--- src/rtl/seq_arbiter.sv ---
// Round-robin owner arbitration for a single shared clear/start/ready sequencer.
// Each transaction runs IDLE -> CLEAR -> RUN -> FINISH|ABORT -> IDLE, and every output is registered.
module seq_arbiter #(
    parameter int N       = 4,
    parameter int IDW     = 2,
    parameter int TIMEOUT = 16,
    parameter int CW      = 5
) (
    input  logic           clk_i,
    input  logic           rst_ni,
    input  logic [N-1:0]   req_i,
    output logic [N-1:0]   gnt_o,
    output logic [N-1:0]   done_o,
    output logic [IDW-1:0] owner_o,
    output logic           busy_o,
    output logic           seq_clr_o,
    output logic           seq_start_o,
    input  logic           seq_ready_i,
    output logic           err_o
);

    typedef enum logic [2:0] {
        S_IDLE,
        S_CLEAR,
        S_RUN,
        S_FINISH,
        S_ABORT
    } state_e;

    state_e         state_q, state_d;
    logic [N-1:0]   gnt_q, gnt_d;
    logic [N-1:0]   done_q, done_d;
    logic [IDW-1:0] owner_q, owner_d;
    logic [IDW-1:0] rr_q, rr_d;
    logic [CW-1:0]  cnt_q, cnt_d;
    logic           busy_q, busy_d;
    logic           clr_q, clr_d;
    logic           start_q, start_d;
    logic           err_q, err_d;

    logic [IDW-1:0] win;
    logic [IDW-1:0] owner_inc;
    logic           own_req;
    logic           tmo_hit;

    // First set request bit at or after rr_q, wrapping back to bit 0.
    always_comb begin
        int  idx;
        logic found;
        win   = '0;
        found = 1'b0;
        idx   = 0;
        for (int i = 0; i < N; i++) begin
            idx = int'(rr_q) + i;
            if (idx >= N) idx = idx - N;
            if (!found && req_i[idx]) begin
                win   = IDW'(idx);
                found = 1'b1;
            end
        end
    end

    assign owner_inc = (owner_q == IDW'(N - 1)) ? '0 : owner_q + 1'b1;
    assign own_req   = req_i[owner_q];
    assign tmo_hit   = (cnt_q == CW'(TIMEOUT - 1));

    always_ff @(posedge clk_i or negedge rst_ni) begin
        if (!rst_ni) state_q <= S_IDLE;
        else         state_q <= state_d;
    end

    // Withdrawal outranks ready, and ready outranks the timeout.
    always_comb begin
        state_d = state_q;
        unique case (state_q)
            S_IDLE:   if (|req_i) state_d = S_CLEAR;
            S_CLEAR:  state_d = S_RUN;
            S_RUN: begin
                if (!own_req)         state_d = S_ABORT;
                else if (seq_ready_i) state_d = S_FINISH;
                else if (tmo_hit)     state_d = S_ABORT;
            end
            S_FINISH: state_d = S_IDLE;
            S_ABORT:  state_d = S_IDLE;
            default:  state_d = S_IDLE;
        endcase
    end

    // The output registers are loaded from the state being entered.
    always_comb begin
        gnt_d   = '0;
        done_d  = '0;
        owner_d = '0;
        rr_d    = rr_q;
        cnt_d   = '0;
        busy_d  = (state_d != S_IDLE);
        clr_d   = (state_d != S_RUN);
        start_d = (state_d == S_RUN);
        err_d   = (state_d == S_ABORT);
        unique case (state_d)
            S_IDLE: ;
            S_CLEAR: begin
                gnt_d   = N'(1) << win;
                owner_d = win;
            end
            S_RUN: begin
                gnt_d   = gnt_q;
                owner_d = owner_q;
                if (state_q == S_RUN)
                    cnt_d = (cnt_q == CW'(TIMEOUT)) ? cnt_q : cnt_q + 1'b1;
            end
            S_FINISH: begin
                done_d  = N'(1) << owner_q;
                owner_d = owner_q;
                rr_d    = owner_inc;
            end
            S_ABORT: begin
                owner_d = owner_q;
                rr_d    = owner_inc;
            end
            default: ;
        endcase
    end

    always_ff @(posedge clk_i or negedge rst_ni) begin
        if (!rst_ni) begin
            gnt_q   <= '0;
            done_q  <= '0;
            owner_q <= '0;
            rr_q    <= '0;
            cnt_q   <= '0;
            busy_q  <= 1'b0;
            clr_q   <= 1'b1;
            start_q <= 1'b0;
            err_q   <= 1'b0;
        end else begin
            gnt_q   <= gnt_d;
            done_q  <= done_d;
            owner_q <= owner_d;
            rr_q    <= rr_d;
            cnt_q   <= cnt_d;
            busy_q  <= busy_d;
            clr_q   <= clr_d;
            start_q <= start_d;
            err_q   <= err_d;
        end
    end

    assign gnt_o       = gnt_q;
    assign done_o      = done_q;
    assign owner_o     = owner_q;
    assign busy_o      = busy_q;
    assign seq_clr_o   = clr_q;
    assign seq_start_o = start_q;
    assign err_o       = err_q;

endmodule
--- config.mk ---
export PLATFORM = sky130hd
export DESIGN_NAME = seq_arbiter
export DESIGN_NICKNAME = d
export VERILOG_FILES = /design/src/rtl/seq_arbiter.sv
export SDC_FILE = /design/constraint.sdc
export NUM_CORES = 1
export LEC_CHECK = 0
export CORE_MARGIN = 10
export CORE_UTILIZATION = 40
export CTS_BUF_LIST = sky130_fd_sc_hd__clkbuf_8
export CTS_CLUSTER_SIZE = 20
export DETAILED_ROUTE_END_ITERATION = 16
export GPL_TIMING_DRIVEN = 0
export SYNTH_ARGS = -nofsm -noshare
export SYNTH_HDL_FRONTEND = slang
export SYNTH_SLANG_ARGS = --single-unit
--- constraint.sdc ---
create_clock -name clk_i -period 3.9 [get_ports clk_i]
set_clock_uncertainty 0.05 [all_clocks]
set_input_delay 0.39 -clock clk_i [delete_from_list [all_inputs] [get_ports clk_i]]
set_output_delay 0.39 -clock clk_i [all_outputs]
set_load 0.02 [all_outputs]
==> report_table.html, run 1 <==
<table>
<tr><th>Metric</th><th>Value</th></tr>
<tr><th colspan="2">Outcome</th></tr>
<tr><td>Status</td><td>finished, final reports clean</td></tr>
<tr><th colspan="2">Global routing</th></tr>
<tr><td>Remaining Overflow, GRT</td><td>0</td></tr>
<tr><td>Number of antenna violations at the first check in global routing</td><td>0</td></tr>
<tr><td>Vias in the first global route</td><td>867</td></tr>
<tr><td>Pin count of the biggest net entering global routing</td><td>25</td></tr>
<tr><td>First-pass GRT wire length</td><td>3891 um</td></tr>
<tr><td>Aggregate global-route resource usage</td><td>8.960%</td></tr>
<tr><th colspan="2">Place</th></tr>
<tr><td>Number of buffers inserted by port buffering</td><td>20</td></tr>
<tr><td>HPWL Detailed</td><td>1801 um</td></tr>
<tr><td>Gp weighted congestion</td><td>0.7332</td></tr>
<tr><th colspan="2">Timing</th></tr>
<tr><td>Number of slew-limit violations in the final report</td><td>0</td></tr>
<tr><td>Post-route clock period utilization</td><td>54.22%</td></tr>
<tr><td>RSZ-0062 raised after global routing</td><td>no</td></tr>
<tr><td>Summed negative setup slack over all endpoints</td><td>0 ns</td></tr>
<tr><td>Actual transition at the worst max-transition pin</td><td>1.070 ns</td></tr>
<tr><td>Highest attainable clock frequency</td><td>472.9 MHz</td></tr>
<tr><td>Minimum clock period after layout</td><td>2.114 ns</td></tr>
<tr><td>Endpoints failing setup</td><td>0</td></tr>
<tr><td>Relative slew margins</td><td>28.43%</td></tr>
<tr><td>Number of failing hold endpoints at the final stage</td><td>0</td></tr>
<tr><th colspan="2">Pwr</th></tr>
<tr><td>Leakage</td><td>0.6642 nW</td></tr>
<tr><td>Power per unit of standard cell area</td><td>677.0 nW/um^2</td></tr>
<tr><td>Max rail drop VDD</td><td>0.4189 mV</td></tr>
<tr><td>Clk network pwr share</td><td>21.6%</td></tr>
<tr><td>Fraction of power consumed by sequential logic</td><td>37.7%</td></tr>
<tr><td>Net switching share of the total power</td><td>35.57%</td></tr>
<tr><td>Combinational cell fraction of total power</td><td>40.8%</td></tr>
<tr><td>Net switching component of the power</td><td>0.0003567 W</td></tr>
<tr><td>Total design power</td><td>0.001003 W</td></tr>
<tr><td>Internal portion of total power</td><td>0.0006462 W</td></tr>
<tr><th colspan="2">Synth</th></tr>
<tr><td>XOR/XNOR Fraction of Synth Area</td><td>2.244%</td></tr>
<tr><td>Cell type contributing the most total cell area after synthesis</td><td>sky130_fd_sc_hd__dfrtp_1</td></tr>
<tr><td>Synth Register Bits</td><td>24</td></tr>
<tr><td>Count of synthesis-stage warnings from yosys</td><td>0</td></tr>
<tr><td>Post-synthesis compound-gate area fraction</td><td>11.43%</td></tr>
<tr><td>Area fraction of the dominant cell type after synthesis</td><td>49.15%</td></tr>
<tr><td>Fraction of synthesized area in multiplexers</td><td>5.556%</td></tr>
<tr><td>Gate Count Post-Synth</td><td>105</td></tr>
<tr><td>Number of library cell types mapped by synthesis</td><td>33</td></tr>
<tr><td>Seq/Total Area, Yosys</td><td>51.39%</td></tr>
<tr><td>Mapped cell area</td><td>1171 um^2</td></tr>
<tr><td>Post-synthesis area per instance</td><td>11.15 um^2</td></tr>
<tr><td>Adder-Cell Fraction of Synth Area</td><td>7.479%</td></tr>
<tr><td>Largest family of logic cells by synthesized area</td><td>simple AND/OR/NAND/NOR gates</td></tr>
<tr><td>Simple-gate share of the synthesized area</td><td>18.38%</td></tr>
<tr><td>Leading post-synthesis cells by cell area</td><td>sky130_fd_sc_hd__dfrtp_1 49%, sky130_fd_sc_hd__ha_1 7.5%, sky130_fd_sc_hd__mux2_1 3.8%</td></tr>
<tr><td>Net count of the mapped netlist</td><td>119</td></tr>
<tr><th colspan="2">Clock network</th></tr>
<tr><td>CTS sink cnt</td><td>24</td></tr>
<tr><td>Cell at the root of the clock tree</td><td>sky130_fd_sc_hd__clkbuf_8</td></tr>
<tr><td>Clock tree from TritonCTS</td><td>yes</td></tr>
<tr><td>Post-CTS Hold Fix Bufs</td><td>0</td></tr>
<tr><td>Setup Buffers After CTS</td><td>0</td></tr>
<tr><td>Number of buffers added by the clock tree synthesis step</td><td>3</td></tr>
<tr><td>Worst skew pair latency</td><td>0.26 ns</td></tr>
<tr><td>Post-cts gate resize count</td><td>0</td></tr>
<tr><td>Post-CTS clock slew at the launch and capture registers of the worst setup and hold paths</td><td>0.09 ns</td></tr>
<tr><td>Level count of the clock H-tree</td><td>1</td></tr>
<tr><td>Clk buf depth</td><td>2</td></tr>
<tr><th colspan="2">Floorplan</th></tr>
<tr><td>Cell Rows</td><td>19</td></tr>
<tr><td>Number of I/O pins</td><td>21</td></tr>
<tr><td>Initial standard-cell utilization of the core</td><td>42.11%</td></tr>
<tr><td>Y dimension of the die</td><td>74.11 um</td></tr>
<tr><td>Area of the core</td><td>2781 um^2</td></tr>
<tr><td>Die width</td><td>74.11 um</td></tr>
<tr><td>Overall die area</td><td>5492 um^2</td></tr>
<tr><th colspan="2">Drt</th></tr>
<tr><td>DRT antenna net count</td><td>0</td></tr>
<tr><td>Routed via count</td><td>835</td></tr>
<tr><td>Wirelength per Cell</td><td>14.75 um</td></tr>
<tr><td>First-pass iteration count of the detailed router</td><td>4</td></tr>
<tr><td>Number of vias per cell</td><td>5.219</td></tr>
<tr><td>Number of violations reported at the end of detailed-routing iteration 0</td><td>24</td></tr>
<tr><td>DRT Wirelength</td><td>2360 um</td></tr>
<tr><td>DRC violations left</td><td>0</td></tr>
<tr><th colspan="2">Layout</th></tr>
<tr><td>Post-synthesis to final-layout area growth</td><td>26.50%</td></tr>
<tr><td>Layout net count</td><td>144</td></tr>
<tr><td>Highest-count cells in the layout ignoring fill and taps</td><td>23 x sky130_fd_sc_hd__dfrtp_1, 20 x sky130_fd_sc_hd__clkdlybuf4s50_1, 10 x sky130_fd_sc_hd__inv_1, 10 x sky130_fd_sc_hd__nor2_1, 7 x sky130_fd_sc_hd__ha_1</td></tr>
<tr><td>Area taken by flip-flops and latches</td><td>601.8 um^2</td></tr>
<tr><td>Count of fill cells added during filler insertion</td><td>260</td></tr>
<tr><td>Final antenna diode count</td><td>0</td></tr>
<tr><td>Area of the multi-input gates</td><td>528.0 um^2</td></tr>
<tr><td>Fraction of final layout cells with drive strength greater than 1</td><td>9.302%</td></tr>
<tr><td>Leading cell type in the layout, fill and taps excluded</td><td>sky130_fd_sc_hd__dfrtp_1</td></tr>
<tr><th colspan="2">Worst setup path</th></tr>
<tr><td>Slowest stage cell on the critical path</td><td>sky130_fd_sc_hd__clkdlybuf4s50_1</td></tr>
<tr><td>Largest fanout of any net on the critical path</td><td>5</td></tr>
<tr><td>Cell mode on critical path</td><td>sky130_fd_sc_hd__mux2_1</td></tr>
<tr><td>Cell breakdown of the critical path</td><td>clkdlybuf4s50_1 -&gt; mux2_1 -&gt; and3_1 -&gt; or2_4 -&gt; a21boi_2 -&gt; mux2_1</td></tr>
<tr><td>Slowest cell delay on critical path</td><td>0.50 ns</td></tr>
<tr><td>Critical path startpoint category</td><td>input pin</td></tr>
<tr><td>Required arrival time at the worst endpoint</td><td>4.00 ns</td></tr>
<tr><td>Kind of capture point of the worst setup path</td><td>flip-flop</td></tr>
<tr><td>Arrival time at the worst endpoint</td><td>2.21 ns</td></tr>
<tr><td>Critical path class</td><td>in -&gt; reg</td></tr>
<tr><th colspan="2">Hold path</th></tr>
<tr><td>Classification of the worst-slack hold path</td><td>reg -&gt; reg</td></tr>
<tr><th colspan="2">Run</th></tr>
<tr><td>Maximum capacitance violations</td><td>0</td></tr>
</table>
## kinds of logic (layout without fill, tap and decap cells)
logic type | after synthesis | after routing
buffers and inverters | 11 | 35
multiplexers | 6 | 6
adder cells (fa/ha/maj) | 7 | 7
AO/OA/AOI/OAI | 17 | 17
XOR/XNOR | 3 | 3
flip-flops | 24 | 24
AND/OR/NAND/NOR | 37 | 37
## state kept, by name, indices dropped and copies added (netlist names)
register,flops
cnt_q,5
done_o,4
gnt_o,4
state_q,3
owner_o,2
rr_q,2
busy_o,1
err_o,1
seq_clr_o,1
seq_start_o,1
## final cells by class
class                           count  share of cell area, %
Sequential cell                    24                  40.63
Multi-Input combinational cell     70                  35.64
Timing Repair Buffer               20                  13.51
Clock buffer                        3                  2.787
Tap cell                           31                  2.618
Inverter                           10                  2.534
Clock inverter                      1                  2.027
Buffer                              1                 0.2534
## path summary, 6_finish.rpt
| check | start | to | slack, ns | cells after the start |
|---|---|---|---|---|
| setup / recovery | req_i[2] | rr_q[1] | 1.79 | 6 |
| setup reg to reg | cnt_q[0] | rr_q[1] | 1.79 | 8 |
| min in group asynchronous | rst_ni | done_o[2] | 0.65 | 1 |
| max in group asynchronous | rst_ni | gnt_o[1] | 2.50 | 1 |
| hold / removal | gnt_o[0] | gnt_o[0] | 0.44 | 1 |
| hold reg to reg | gnt_o[0] | gnt_o[0] | 0.44 | 1 |
## synth_stat cells (all sizes together)
library cell and count:
nor2 10, a21oi 4, o211ai 1, dfstp 1, nand2 2, inv 10
ha 7, mux2 4, mux2i 2, a221oi 1, a32o 3, a21o 1
o21ai 2, o2bb2ai 1, a22oi 2, and2 4, xor2 1, or2 2
nand3 2, a21boi 1, nor4 2, nand2b 5, xnor2 2, nor4b 1
dfrtp 23, and3 4, or3 1, nor3 4, buf 1, a31oi 1
## worst max-delay path: cells and delay by family
family	cells	cell delay, ns
muxes	2	0.66
buffers and inverters	1	0.50
AOI/OAI and AO/OA	1	0.19
and+or+nand+nor	2	0.47
## through the flow
stage | worst slack (ns) | instance area, um^2 | hold WS, ns | util (%) | std cells
final | 1.786 | 1481 | 0.4364 | 53.26 | 160
after global routing | 1.720 | 1481 | 0.4748 | 53.26 | 160
after CTS | 1.789 | 1481 | 0.4438 | 53.26 | 160
after detailed placement | 1.509 | 1410 | 0.4181 | 50.70 | 156
after global placement | 1.529 | 1410 | 0.4146 | 50.70 | 156
after floorplan | 1.937 | 1171 | 0.04441 | - | 105
## per-layer routing
layer | track usage, % | up-vias | wire length [um] | part of all wire, %
met5 | 0 | - | 0 | 0
met1 | 9.348 | 407 | 976 | 41
met2 | 15.72 | 14 | 1192 | 51
met4 | 3.106 | 0 | 8 | 0.34
li1 | - | 412 | - | -
met3 | 3.856 | 2 | 183 | 7.8
## power by group through the flow
stage | Combinational, W | Clock (W) | Sequential, W
after detailed placement | 0.000416 | 0 | 0.000381
after global placement | 0.000406 | 0 | 0.000379
final | 0.000409 | 0.000216 | 0.000378
after global routing | 0.000453 | 0.000235 | 0.000387
after floorplan | 0.000206 | 0 | 0.000427
after CTS | 0.000417 | 0.000223 | 0.000379
Power figures use the tool's default switching activity.
==> inputs of run 2 (changes only) <==
Clock period 3.9 ns to 2.11 ns, I/O delays scaled along.
==> run 2 against run 1 <==
Critical path depth grew 2. Setup slack lost 1.8 ns. Global-route usage grew 0.082 points. Combinational power grew 92%. Core utilization grew 1.0 points. Sequential power grew 85%. First-iteration DRC count grew 17%. Cell area grew 1.9%. Hold slack gained 0.00054 ns. Die area is the same. Critical path type is now reg -> reg. Critical endpoint unchanged. Largest power group unchanged.
==> report_table.html, run 2 (same netlist as run 1, synthesis figures left out) <==
<table>
<tr><th>Metric</th><th>Value</th></tr>
<tr><th colspan="2">Outcome</th></tr>
<tr><td>Status</td><td>finished, final reports clean</td></tr>
<tr><th colspan="2">Worst setup path</th></tr>
<tr><td>Required arrival time at the worst endpoint</td><td>2.21 ns (-1.79 ns)</td></tr>
<tr><td>Kind of cell adding the most delay to the critical path</td><td>simple AND/OR/NAND/NOR gates</td></tr>
<tr><td>Kind of capture point of the worst setup path</td><td>flip-flop</td></tr>
<tr><td>Largest fanout of any net on the critical path</td><td>5 (unchanged)</td></tr>
<tr><td>Worst path bufs/invs</td><td>0 (-1)</td></tr>
<tr><td>Arrival time at the worst endpoint</td><td>2.20 ns (about the same)</td></tr>
<tr><td>Cell breakdown of the critical path</td><td>ha_2 -&gt; and3_1 -&gt; ha_1 -&gt; nand2b_1 -&gt; and3_4 -&gt; or2_4 -&gt; a21boi_4 -&gt; mux2_1</td></tr>
<tr><td>Critical path startpoint category</td><td>flip-flop</td></tr>
<tr><td>Slowest stage cell on the critical path</td><td>sky130_fd_sc_hd__dfrtp_1</td></tr>
<tr><td>Critical path class</td><td>reg -&gt; reg</td></tr>
<tr><td>Slowest cell delay on critical path</td><td>0.39 ns (-0.11 ns)</td></tr>
<tr><th colspan="2">Layout</th></tr>
<tr><td>Max reg flops</td><td>5 (unchanged)</td></tr>
<tr><td>Fraction of final layout cells with drive strength greater than 1</td><td>12.21% (+2.9 points)</td></tr>
<tr><td>Post-route insts no fill</td><td>162 (+1.3%)</td></tr>
<tr><td>Register with the most flip-flops</td><td>cnt_q</td></tr>
<tr><td>Highest-count cells in the layout ignoring fill and taps</td><td>23 x sky130_fd_sc_hd__dfrtp_1, 20 x sky130_fd_sc_hd__clkdlybuf4s50_1, 10 x sky130_fd_sc_hd__inv_1, 10 x sky130_fd_sc_hd__nor2_1, 6 x sky130_fd_sc_hd__ha_1</td></tr>
<tr><td>Layout net count</td><td>146 (+1.4%)</td></tr>
<tr><td>Share of the core filled with cells</td><td>54.30% (+1.0 points)</td></tr>
<tr><td>Post-synthesis to final-layout area growth</td><td>28.95%</td></tr>
<tr><td>Area of the multi-input gates</td><td>541.8 um^2 (+2.6%)</td></tr>
<tr><td>Area taken by flip-flops and latches</td><td>601.8 um^2 (unchanged)</td></tr>
<tr><td>Final Cell Area</td><td>1510 um^2 (+1.9%)</td></tr>
<tr><td>Final antenna diode count</td><td>0 (unchanged)</td></tr>
<tr><td>Leading cell type in the layout, fill and taps excluded</td><td>sky130_fd_sc_hd__dfrtp_1</td></tr>
<tr><td>Count of fill cells added during filler insertion</td><td>261 (+0.38%)</td></tr>
<tr><th colspan="2">Timing</th></tr>
<tr><td>Post-route clock period utilization</td><td>99.44%</td></tr>
<tr><td>Minimum clock period after layout</td><td>2.098 ns</td></tr>
<tr><td>Number of failing hold endpoints at the final stage</td><td>0 (unchanged)</td></tr>
<tr><td>Number of slew-limit violations in the final report</td><td>0 (unchanged)</td></tr>
<tr><td>Actual transition at the worst max-transition pin</td><td>1.048 ns (-0.02183 ns)</td></tr>
<tr><td>Endpoints failing setup</td><td>0 (unchanged)</td></tr>
<tr><td>RSZ-0062 raised after global routing</td><td>yes</td></tr>
<tr><td>Highest attainable clock frequency</td><td>476.6 MHz</td></tr>
<tr><td>Relative slew margins</td><td>29.89% (+1.5 points)</td></tr>
<tr><th colspan="2">Pwr</th></tr>
<tr><td>Total design power</td><td>0.001888 W (+88%)</td></tr>
<tr><td>Power per unit of standard cell area</td><td>1250 nW/um^2 (+85%)</td></tr>
<tr><td>Max rail drop VDD</td><td>0.7815 mV (+87%)</td></tr>
<tr><td>Leakage</td><td>0.6781 nW (+2.1%)</td></tr>
<tr><th colspan="2">Global routing</th></tr>
<tr><td>Global Route met3 Usage</td><td>3.856% (unchanged)</td></tr>
<tr><td>Pin count of the biggest net entering global routing</td><td>25 (unchanged)</td></tr>
<tr><td>Met2 global-route usage</td><td>15.53% (-0.19 points)</td></tr>
<tr><td>Gr busiest metal</td><td>met2</td></tr>
<tr><td>Remaining Overflow, GRT</td><td>0 (unchanged)</td></tr>
<tr><td>Number of antenna violations at the first check in global routing</td><td>0 (unchanged)</td></tr>
<tr><td>First-pass GRT wire length</td><td>3926 um (+0.90%)</td></tr>
<tr><td>Met1 Use GR</td><td>9.741% (+0.39 points)</td></tr>
<tr><td>Aggregate global-route resource usage</td><td>9.041% (+0.082 points)</td></tr>
<tr><td>Vias in the first global route</td><td>864 (-0.35%)</td></tr>
<tr><th colspan="2">Floorplan</th></tr>
<tr><td>Y dimension of the die</td><td>74.11 um (unchanged)</td></tr>
<tr><td>Die width</td><td>74.11 um (unchanged)</td></tr>
<tr><td>Area of the core</td><td>2781 um^2 (unchanged)</td></tr>
<tr><td>Number of I/O pins</td><td>21 (unchanged)</td></tr>
<tr><td>Overall die area</td><td>5492 um^2 (unchanged)</td></tr>
<tr><td>Initial standard-cell utilization of the core</td><td>42.11% (unchanged)</td></tr>
<tr><td>Cell Rows</td><td>19 (unchanged)</td></tr>
<tr><th colspan="2">Place</th></tr>
<tr><td>Dpl cells</td><td>156 (unchanged)</td></tr>
<tr><td>Number of buffers inserted by port buffering</td><td>20 (unchanged)</td></tr>
<tr><td>Placed instance area</td><td>1410 um^2 (unchanged)</td></tr>
<tr><td>Gp weighted congestion</td><td>0.7332 (unchanged)</td></tr>
<tr><td>HPWL Detailed</td><td>1801 um (unchanged)</td></tr>
<tr><th colspan="2">Drt</th></tr>
<tr><td>Wirelength per Cell</td><td>15.09 um (+2.3%)</td></tr>
<tr><td>Number of violations reported at the end of detailed-routing iteration 0</td><td>28 (+17%)</td></tr>
<tr><td>DRT Wirelength</td><td>2445 um (+3.6%)</td></tr>
<tr><td>DRT antenna net count</td><td>0 (unchanged)</td></tr>
<tr><td>Number of vias per cell</td><td>5.222 (about the same)</td></tr>
<tr><td>DRC violations left</td><td>0 (unchanged)</td></tr>
<tr><td>First-pass iteration count of the detailed router</td><td>4 (unchanged)</td></tr>
<tr><td>Routed via count</td><td>846 (+1.3%)</td></tr>
<tr><th colspan="2">Clock network</th></tr>
<tr><td>Clock tree from TritonCTS</td><td>yes</td></tr>
<tr><td>Worst skew pair latency</td><td>0.27 ns (about the same)</td></tr>
<tr><td>Clk buf depth</td><td>2 (unchanged)</td></tr>
<tr><td>Level count of the clock H-tree</td><td>1 (unchanged)</td></tr>
<tr><td>Post-CTS clock slew at the launch and capture registers of the worst setup and hold paths</td><td>0.09 ns (about the same)</td></tr>
<tr><td>Number of buffers added by the clock tree synthesis step</td><td>3 (unchanged)</td></tr>
<tr><td>Post-CTS Hold Fix Bufs</td><td>0 (unchanged)</td></tr>
<tr><td>CTS sink cnt</td><td>24 (unchanged)</td></tr>
<tr><td>Cell at the root of the clock tree</td><td>sky130_fd_sc_hd__clkbuf_8</td></tr>
<tr><th colspan="2">Hold path</th></tr>
<tr><td>Classification of the worst-slack hold path</td><td>reg -&gt; reg</td></tr>
<tr><th colspan="2">Run</th></tr>
<tr><td>Maximum capacitance violations</td><td>0 (unchanged)</td></tr>
</table>
-- run 2: cell count changes in the layout (fill, tap and decap cells not counted) --
cell                       before  now
sky130_fd_sc_hd__a21boi_2       1    0
sky130_fd_sc_hd__a21boi_4       0    1
sky130_fd_sc_hd__buf_4          0    2
sky130_fd_sc_hd__ha_1           7    6
sky130_fd_sc_hd__ha_2           0    1
sky130_fd_sc_hd__mux2_1         4    3
sky130_fd_sc_hd__mux2_4         0    1
-- run 2: power by group --
part / switching [W] / total [W] / internal [W] / leakage, nW
combinational: 0.000418 / 0.000785 / 0.000367 / 0.327
sequential: 0.000105 / 0.000699 / 0.000594 / 0.315
clock: 0.000151 / 0.000405 / 0.000254 / 0.0357
total: 0.000673 / 0.00189 / 0.00121 / 0.678
-- run 2: cell type report --
type / count / share of cell area, %
well taps: 31 / 2.568
clock inverters: 1 / 1.988
plain buffers: 1 / 0.2485
inverters: 10 / 2.485
flip-flops and latches: 24 / 39.85
clock buffers: 3 / 2.734
multi-input cells: 70 / 35.87
repair buffers: 22 / 14.25
-- run 2: layer usage --
metal / vias up / routed length [um]
met5: - / 0
met4: 0 / 17
met3: 4 / 186
met2: 15 / 1232
met1: 410 / 1009
li1: 417 / -
-- run 2: path summary, 6_finish.rpt --
path | from | endpoint | slack, ns | cells after the start
max | cnt_q[0] | rr_q[1] | 0.01 | 8
min reg2reg | gnt_o[0] | gnt_o[0] | 0.44 | 1
min in group asynchronous | rst_ni | done_o[2] | 0.46 | 1
min | gnt_o[0] | gnt_o[0] | 0.44 | 1
max reg2reg | cnt_q[0] | rr_q[1] | 0.01 | 8
max in group asynchronous | rst_ni | gnt_o[1] | 0.92 | 1
-- run 2: worst register-to-register path, stage by stage, from the launching register on --
cell	delay [ns]
sky130_fd_sc_hd__dfrtp_1	0.39
sky130_fd_sc_hd__ha_2	0.20
sky130_fd_sc_hd__and3_1	0.16
sky130_fd_sc_hd__ha_1	0.14
sky130_fd_sc_hd__nand2b_1	0.07
sky130_fd_sc_hd__and3_4	0.19
sky130_fd_sc_hd__or2_4	0.28
sky130_fd_sc_hd__a21boi_4	0.17
sky130_fd_sc_hd__mux2_1	0.33
-- run 2: what timing repair did --
item,in CTS,in global routing
buffers inserted,1,1
resized for setup,0,3
endpoints found under the setup margin,2,5
pin swaps,0,1
-- run 2: per-stage QoR --
stage	TNS, ns	hold WS, ns	worst slack (ns)
after global routing	-0.09904	0.4760	-0.03315
after CTS	0	0.4438	0.00004596
after detailed placement	-0.2873	0.4181	-0.1024
after global placement	-0.1918	0.4146	-0.08185
after floorplan	0	-0.1346	0.1471
final	0	0.4370	0.01183
